==> src/rtl/mips_ctrl_pkg.sv <==
// rtl/mips_ctrl_pkg.sv - shared state, opcode, aluop and mux-select encodings for the multicycle MIPS control
package mips_ctrl_pkg;

    typedef enum logic [3:0] {
        RESET, FETCH, DECODE, MEMADR, MEMRD, MEMWB, MEMWR,
        REXEC, RWB, BEQ, IEXEC, IWB, JUMP, HALT
    } state_t;

    localparam logic [5:0] OP_RTYPE = 6'b000000;
    localparam logic [5:0] OP_LW    = 6'b100011;
    localparam logic [5:0] OP_SW    = 6'b101011;
    localparam logic [5:0] OP_BEQ   = 6'b000100;
    localparam logic [5:0] OP_ADDI  = 6'b001000;
    localparam logic [5:0] OP_ANDI  = 6'b001100;
    localparam logic [5:0] OP_ORI   = 6'b001101;
    localparam logic [5:0] OP_J     = 6'b000010;

    // Shared with the ALU control decoder; keep in sync with it.
    localparam logic [2:0] ALUOP_ADD   = 3'b000;
    localparam logic [2:0] ALUOP_SUB   = 3'b001;
    localparam logic [2:0] ALUOP_RTYPE = 3'b010;
    localparam logic [2:0] ALUOP_AND   = 3'b011;
    localparam logic [2:0] ALUOP_OR    = 3'b100;

    localparam logic [1:0] ALUSRCB_RT     = 2'b00;
    localparam logic [1:0] ALUSRCB_FOUR   = 2'b01;
    localparam logic [1:0] ALUSRCB_IMM    = 2'b10;
    localparam logic [1:0] ALUSRCB_IMMSL2 = 2'b11;

    localparam logic [1:0] PCSRC_ALU    = 2'b00;
    localparam logic [1:0] PCSRC_ALUOUT = 2'b01;
    localparam logic [1:0] PCSRC_JUMP   = 2'b10;

    function automatic logic [2:0] iexec_aluop(input logic [5:0] op);
        case (op)
            OP_ANDI: return ALUOP_AND;
            OP_ORI:  return ALUOP_OR;
            default: return ALUOP_ADD;
        endcase
    endfunction

endpackage

==> src/rtl/mips_multicycle_ctrl_timer.sv <==
// rtl/mips_multicycle_ctrl_timer.sv - memory stall counter with timeout compare
module ctrl_mem_timer #(
    parameter int MEM_TIMEOUT = 15
) (
    input  logic clk,
    input  logic rst_n,
    input  logic active,
    input  logic mem_ready,
    output logic timeout
);

    localparam logic [7:0] LIMIT = 8'(MEM_TIMEOUT);

    logic [7:0] cnt;

    always_ff @(posedge clk or negedge rst_n) begin
        if (!rst_n) begin
            cnt <= '0;
        end else if (active && !mem_ready) begin
            cnt <= cnt + 8'd1;
        end else begin
            cnt <= '0;
        end
    end

    // A completing handshake in the limit cycle wins over the timeout.
    assign timeout = active && !mem_ready && (cnt == LIMIT);

endmodule

==> src/rtl/mips_multicycle_ctrl.sv <==
// rtl/mips_multicycle_ctrl.sv - multicycle MIPS32 main control FSM with retire counter and memory timeout trap
module mips_multicycle_ctrl
    import mips_ctrl_pkg::*;
#(
    parameter int MEM_TIMEOUT = 15,
    parameter int CNT_W       = 32
) (
    input  logic             clk,
    input  logic             rst_n,
    input  logic [5:0]       opcode,
    input  logic             zero,
    input  logic             mem_ready,
    output logic             pc_en,
    output logic [1:0]       pcsrc,
    output logic             iord,
    output logic             memread,
    output logic             memwrite,
    output logic             irwrite,
    output logic             regdst,
    output logic             memtoreg,
    output logic             regwrite,
    output logic             alusrca,
    output logic [1:0]       alusrcb,
    output logic [2:0]       aluop,
    output logic             illegal_op,
    output logic             bus_error,
    output logic [CNT_W-1:0] instr_count
);

    state_t     state, next;
    logic [5:0] op_q;
    logic       mem_active;
    logic       timeout;
    logic       retire;

    assign mem_active = (state == FETCH) || (state == MEMRD) || (state == MEMWR);

    ctrl_mem_timer #(.MEM_TIMEOUT(MEM_TIMEOUT)) u_timer (
        .clk       (clk),
        .rst_n     (rst_n),
        .active    (mem_active),
        .mem_ready (mem_ready),
        .timeout   (timeout)
    );

    always_ff @(posedge clk or negedge rst_n) begin
        if (!rst_n) begin
            state       <= RESET;
            op_q        <= '0;
            bus_error   <= 1'b0;
            instr_count <= '0;
        end else begin
            state <= next;
            if (state == DECODE) op_q <= opcode;
            if (next == HALT) bus_error <= 1'b1;
            if (retire) instr_count <= instr_count + CNT_W'(1);
        end
    end

    always_comb begin
        next       = state;
        retire     = 1'b0;
        pc_en      = 1'b0;
        pcsrc      = PCSRC_ALU;
        iord       = 1'b0;
        memread    = 1'b0;
        memwrite   = 1'b0;
        irwrite    = 1'b0;
        regdst     = 1'b0;
        memtoreg   = 1'b0;
        regwrite   = 1'b0;
        alusrca    = 1'b0;
        alusrcb    = ALUSRCB_RT;
        aluop      = ALUOP_ADD;
        illegal_op = 1'b0;
        case (state)
            RESET: next = FETCH;
            FETCH: begin
                memread = 1'b1;
                alusrcb = ALUSRCB_FOUR;
                irwrite = mem_ready;
                pc_en   = mem_ready;
                if (mem_ready)    next = DECODE;
                else if (timeout) next = HALT;
            end
            DECODE: begin
                alusrcb = ALUSRCB_IMMSL2;
                case (opcode)
                    OP_RTYPE:                 next = REXEC;
                    OP_LW, OP_SW:             next = MEMADR;
                    OP_BEQ:                   next = BEQ;
                    OP_ADDI, OP_ANDI, OP_ORI: next = IEXEC;
                    OP_J:                     next = JUMP;
                    default: begin
                        next       = FETCH;
                        illegal_op = 1'b1;
                    end
                endcase
            end
            MEMADR: begin
                alusrca = 1'b1;
                alusrcb = ALUSRCB_IMM;
                next    = (op_q == OP_LW) ? MEMRD : MEMWR;
            end
            MEMRD: begin
                memread = 1'b1;
                iord    = 1'b1;
                if (mem_ready)    next = MEMWB;
                else if (timeout) next = HALT;
            end
            MEMWB: begin
                regwrite = 1'b1;
                memtoreg = 1'b1;
                retire   = 1'b1;
                next     = FETCH;
            end
            MEMWR: begin
                memwrite = 1'b1;
                iord     = 1'b1;
                if (mem_ready) begin
                    retire = 1'b1;
                    next   = FETCH;
                end else if (timeout) begin
                    next = HALT;
                end
            end
            REXEC: begin
                alusrca = 1'b1;
                aluop   = ALUOP_RTYPE;
                next    = RWB;
            end
            RWB: begin
                regdst   = 1'b1;
                regwrite = 1'b1;
                retire   = 1'b1;
                next     = FETCH;
            end
            BEQ: begin
                alusrca = 1'b1;
                aluop   = ALUOP_SUB;
                pcsrc   = PCSRC_ALUOUT;
                pc_en   = zero;
                retire  = 1'b1;
                next    = FETCH;
            end
            IEXEC: begin
                alusrca = 1'b1;
                alusrcb = ALUSRCB_IMM;
                aluop   = iexec_aluop(op_q);
                next    = IWB;
            end
            IWB: begin
                regwrite = 1'b1;
                retire   = 1'b1;
                next     = FETCH;
            end
            JUMP: begin
                pcsrc  = PCSRC_JUMP;
                pc_en  = 1'b1;
                retire = 1'b1;
                next   = FETCH;
            end
            HALT: next = HALT;
            default: next = RESET;
        endcase
    end

endmodule

==> config.mk <==
export PLATFORM = sky130hd
export DESIGN_NAME = mips_multicycle_ctrl
export DESIGN_NICKNAME = d
export VERILOG_FILES = /design/src/rtl/mips_ctrl_pkg.sv /design/src/rtl/mips_multicycle_ctrl_timer.sv /design/src/rtl/mips_multicycle_ctrl.sv
export SDC_FILE = /design/constraint.sdc
export NUM_CORES = 1
export LEC_CHECK = 0
export BUFFER_PORTS_ARGS = -buffer_cell sky130_fd_sc_hd__buf_2
export CORE_AREA = 2 2 105 107
export CTS_CLUSTER_SIZE = 12
export DETAILED_ROUTE_END_ITERATION = 10
export DIE_AREA = 0 0 107 109
export GPL_ROUTABILITY_DRIVEN = 1
export GPL_TIMING_DRIVEN = 0
export PLACE_DENSITY = 0.46
export SYNTH_ARGS = -nofsm -noshare
export SYNTH_HDL_FRONTEND = slang
export SYNTH_SLANG_ARGS = --single-unit
==> constraint.sdc <==
create_clock -name clk -period 2.7 [get_ports clk]
set_input_delay 0.27 -clock clk [delete_from_list [all_inputs] [get_ports clk]]
set_output_delay 0.27 -clock clk [all_outputs]
set_load 0.02 [all_outputs]
==> impl_metrics.yaml, run 1 <==
run_status:
  status: "finished, final reports clean"
sta:
  maxSlewViolCount: 0
  period_share: 0.892
  skew_ns: 0.00949
  clock.fmax_mhz: 415
  hold_viol_final: 0
  slew_headroom: 0.215
  worst_pin_slew_ns: 1.18
  whs_ns: 0.189
  rsz0062_at_grt: "no"
  finalSetupTns_ns: 0
  final-setup-viol-count: 0
  min_period_ns: 2.41
detailed_routing:
  via_per_inst: 4.74
  first_iter_violations: 122
  num_vias: 2305
  ant_nets: 0
  remaining_drc_errors: 0
  drt-total-wl_mm: 6.52
  wl_per_cell_um: 13.4
  firstDrtPassIters: 4
yosys:
  ys_ff_latch: 51
  synth_cell_types: 53
  yosys_warnings: 0
  synth_edf_count: 0
  synth.cells.most_frequent: "dfrtp_1, nor2_1, nand2_1"
  synth.avg_cell_area_um2: 9.91
  synthArstFlopShare: 1.00
  synthDominantCellAreaShare: 0.460
  yosys-top-cells-area: "dfrtp_1, xor2_1, xnor2_1, nor2_1, nand2_1"
  yosys.area.top_type: "dfrtp_1"
  syn_area_um2: 2780
  syn_inst: 280
  yosysMostFrequentCell: "dfrtp_1"
  ys.flop_type: "dfrtp_1"
  seq_area_frac_synth: 0.460
  synth_nets: 292
power_and_ir_drop:
  swShare: 0.407
  p_clk_frac: 0.196
  p_leak_nw: 1.59
  p_switching_mw: 1.01
  ir_worst_vdd_v: 0.000360
  combPwrFrac: 0.403
  p_seq_frac: 0.400
  cellPowerDensity_nw_per_um2: 742
  p_total_mw: 2.48
  internal_power_mw: 1.47
place:
  placed_area_um2: 3240
  io_buffers: 58
  gp_congestion: 0.726
  hpwl_mm: 4.68
finish:
  drive_gt1_frac: 0.266
  fillCellCount: 1137
  utilization: 0.315
  syn2layout_area_growth_pct: 20.3
  antenna_cells: 0
  fin_area_um2: 3340
  nets: 357
clock_network:
  clk_path_buf_depth: 2
  postCtsSetupBuffers: 0
  clk_latency_ns: 0.31
  postCtsHoldBufs: 0
  cts_buffers: 5
  htreeDepth: 2
  cts_sinks: 51
  cts-root-buf: "clkbuf_8"
  cts_tree: "done"
  post_cts_resized: 0
  path_clk_slew_ns: 0.10
critical_path:
  crit_required_ns: 2.43
  endpoint_kind: "output port"
  critPathMaxFanout: 10
  setup.worst_path.class: "reg2out"
  crit_arrival_ns: 2.14
  start_kind: "flip-flop"
global_route:
  track_usage: 0.116
  grt_start_max_net_pins: 52
  grt_pass1_vias: 2182
  grt_pass1_wl_mm: 10.8
  grt_antenna_before_repair: 0
  grt-ovfl-total: 0
floorplan:
  coreArea_um2: 10600
  fp-row-count: 38
  die-area_um2: 11700
  start_util: 0.262
  num_io_pins: 60
  die_h_um: 109
  die_x_um: 107
hold_path:
  holdCritPathClass: "in2async"
run:
  cap_violations: 0
==> sequential cells by signal, summed over array words and instances, names as in the netlist <==
name and count:
state 4, u_timer.cnt 8, instr_count 32, op_q 6, bus_error 1
==> area by class of cell <==
class / count / area, um2 / share of cell area
Multi-Input combinational cell: 212 / 1430 / 0.428
Sequential cell: 51 / 1280 / 0.382
Timing Repair Buffer: 58 / 290 / 0.0869
Tap cell: 140 / 175 / 0.0525
Clock buffer: 6 / 82.6 / 0.0247
Buffer: 10 / 45.0 / 0.0135
Inverter: 7 / 26.3 / 0.00787
Clock inverter: 2 / 16.3 / 0.00487
==> cells in the final DEF, fill, tap and decap left out, drive strengths merged, types with 2 or more instances in the layout <==
cell type and count:
nor3 18, and3 9, or3 2, xor2 22
and4 2, o22ai 2, nor4 2, and2 4
nand2 23, o21a 3, nor2b 6, a21boi 3
dfrtp 51, nand4 7, xnor2 15, o31ai 3
clkbuf 14, nand2b 7, a221o 2, nor2 24
buf 60, o311ai 2, a21oi 9, nand3 15
ha 2, inv 7, or4 2, mux2 7
o21ai 8
==> power by group through the flow <==
stage	sequential (mW)	clock (mW)	combinational (mW)
after floorplan	1.03	0	0.679
after global placement	1.00	0	1.01
after detailed placement	1.01	0	1.00
after CTS	0.992	0.506	1.01
after global routing	1.02	0.533	1.12
final	0.992	0.487	1.00
==> cell families (layout without fill, tap and decap cells) <==
kind of cell | Yosys count | after routing | share of synthesized area
AO/OA/AOI/OAI | 39 | 39 | 0.0974
XOR/XNOR | 37 | 37 | 0.117
adder cells (fa/ha/maj) | 2 | 2 | 0.00902
buffers and inverters | 17 | 83 | 0.0257
flip-flops | 51 | 51 | 0.460
multiplexers | 7 | 7 | 0.0284
AND/OR/NAND/NOR | 127 | 127 | 0.263
==> metal layers <==
layer | GRT usage | part of all wire
met5 | 0 | 0
met2 | 0.185 | 0.44
met1 | 0.159 | 0.48
met3 | 0.0299 | 0.074
met4 | 0.0278 | 0.010
==> per-stage QoR <==
step | setup WS, ns | instances
2_1_floorplan | 0.607 | 280
3_3_place_gp | 0.353 | 478
3_5_place_dp | 0.254 | 478
4_1_cts | 0.253 | 486
5_1_grt | 0.0569 | 486
6_report | 0.291 | 486
==> worst paths after layout <==
kind | startpoint | to | slack [ns] | cells after the start
setup reg to reg | state[2]$_DFF_PN0_ | instr_count[4]$_DFFE_PN0P_ | 0.36 | 6
hold reg to reg | instr_count[31]$_DFFE_PN0P_ | instr_count[31]$_DFFE_PN0P_ | 0.47 | 1
max in group asynchronous | rst_n | instr_count[5]$_DFFE_PN0P_ | 1.79 | 1
setup / recovery | state[0]$_DFF_PN0_ | pc_en | 0.29 | 6
min in group clk | opcode[4] | op_q[4]$_DFFE_PN0P_ | 0.24 | 2
hold / removal | rst_n | instr_count[28]$_DFFE_PN0P_ | 0.19 | 1
==> critical path, cell delays in order (launching register included) <==
cell and delay (ns):
dfrtp_1 0.42, clkbuf_1 0.37, nor2b_1 0.37, nand2_1 0.13, nor3_1 0.26, a211o_1 0.14, buf_2 0.15
No activity file was read; power rests on OpenSTA's default activity.
==> run 2, diff against run 1 <==
- REMOVE_ABC_BUFFERS: default -> 1
==> impl_metrics.yaml, run 2 (same netlist as run 1, synthesis figures left out) <==
finish:
  nets: 348
  instances_no_fill: 477
  fillCellCount: 1132
  antenna_cells: 0
  layout_common_cells: "buf_2, dfrtp_1, nor2_1"
  fin_area_um2: 3320
  top_regs: "instr_count: 32 flops, u_timer.cnt: 8 flops, op_q: 6 flops"
  largest_register_ffs: 32
  final_common_cell: "buf_2"
  drive_gt1_frac: 0.279
  utilization: 0.313
  syn2layout_area_growth_pct: 19.6
  regMostFlops: "instr_count"
detailed_routing:
  remaining_drc_errors: 0
  num_vias: 2243
  first_iter_violations: 84
  routed.top_layer: "met4"
  wl_met1_mm: 3.22
  dr_wl_met3_um: 299
  via_per_inst: 4.70
  firstDrtPassIters: 6
  drt-total-wl_mm: 6.53
  wl_met2_mm: 2.95
  ant_nets: 0
  wl_per_cell_um: 13.7
power_and_ir_drop:
  cellPowerDensity_nw_per_um2: 763
  ir_worst_vdd_v: 0.000336
  p_total_mw: 2.53
  p_leak_nw: 1.58
floorplan:
  die-area_um2: 11700
  num_io_pins: 60
  coreArea_um2: 10600
  die_h_um: 109
  die_x_um: 107
  fp-row-count: 38
  start_util: 0.262
global_route:
  track_usage: 0.114
  grt_start_max_net_pins: 52
  grt-ovfl-total: 0
  grt_antenna_before_repair: 0
  grt_pass1_wl_mm: 10.7
  grt_pass1_vias: 2175
clock_network:
  clk_path_buf_depth: 2
  clk_latency_ns: 0.31
  cts_tree: "done"
  cts_buffers: 5
  htreeDepth: 2
  cts-root-buf: "clkbuf_8"
  path_clk_slew_ns: 0.11
  postCtsHoldBufs: 0
  cts_sinks: 51
  postCtsSetupBuffers: 0
critical_path:
  reg2regPathDepth: 5
  critPathMaxFanout: 22
  path_cells: "nor2b_1 > nand3_1 > or3_1 > nand2_1 > buf_2"
  crit_slowest_cell: "dfrtp_1"
  critical_path_buf_inv_count: 1
  setup.worst_path.class: "reg2out"
  endpoint_kind: "output port"
  crit_required_ns: 2.43
  start_kind: "flip-flop"
  slowest_delay_ns: 0.81
  critical_path.top_delay_family: "simple AND/OR/NAND/NOR gates"
  crit_cells: 5
  crit_arrival_ns: 2.21
  r2r_slack_ns: 0.26
place:
  io_buffers: 59
  hpwl_mm: 4.62
  dp_cells: 469
  placed_area_um2: 3200
  gp_congestion: 0.726
sta:
  clock.fmax_mhz: 403
  maxSlewViolCount: 0
  period_share: 0.920
  final-setup-viol-count: 0
  hold_viol_final: 0
  skew_ns: 0.0118
  slew_headroom: 0.216
  rsz0062_at_grt: "no"
  worst_pin_slew_ns: 1.18
  min_period_ns: 2.48
  finalSetupTns_ns: 0
run_status:
  status: "finished, final reports clean"
hold_path:
  holdCritPathClass: "in2async"
run:
  cap_violations: 0
run 2: cell type report:
class	instances	area, um2	area share
multi-input cells	212	1430	0.430
flip-flops and latches	51	1280	0.385
repair buffers	59	295	0.0890
well taps	140	175	0.0528
clock buffers	5	68.8	0.0207
clock inverters	3	47.5	0.0143
inverters	7	26.3	0.00792
run 2: metal layers:
metal | track usage | vias up
met5 | 0 | -
met4 | 0.0278 | 0
met3 | 0.0257 | 7
met2 | 0.181 | 40
met1 | 0.159 | 1093
li1 | - | 1103
run 2: final timing paths:
kind / startpoint / endpoint
max: state[3]$_DFF_PN0_ / aluop[1]
min: rst_n / instr_count[12]$_DFFE_PN0P_
max reg2reg: state[3]$_DFF_PN0_ / instr_count[22]$_DFFE_PN0P_
min reg2reg: instr_count[31]$_DFFE_PN0P_ / instr_count[31]$_DFFE_PN0P_
max in group asynchronous: rst_n / state[1]$_DFF_PN0_
min in group clk: opcode[4] / op_q[4]$_DFFE_PN0P_
run 2: what timing repair did:
action	in CTS	in global routing
hold endpoints to repair	0	0
setup endpoints to repair	0	7
resized for setup	0	3
run 2: report_power, final:
group	internal, mW	leakage, nW	switching [mW]
clock	0.282	0.0587	0.286
combinational	0.361	0.858	0.511
sequential	0.884	0.668	0.209
run 2: metrics by stage:
stage,hold slack (ns),setup slack [ns]
finish,0.187,0.217
global route,0.261,0.0549
CTS,0.235,0.135
detailed placement,0.451,0.156
global placement,0.450,0.167
floorplan,-0.0256,0.592
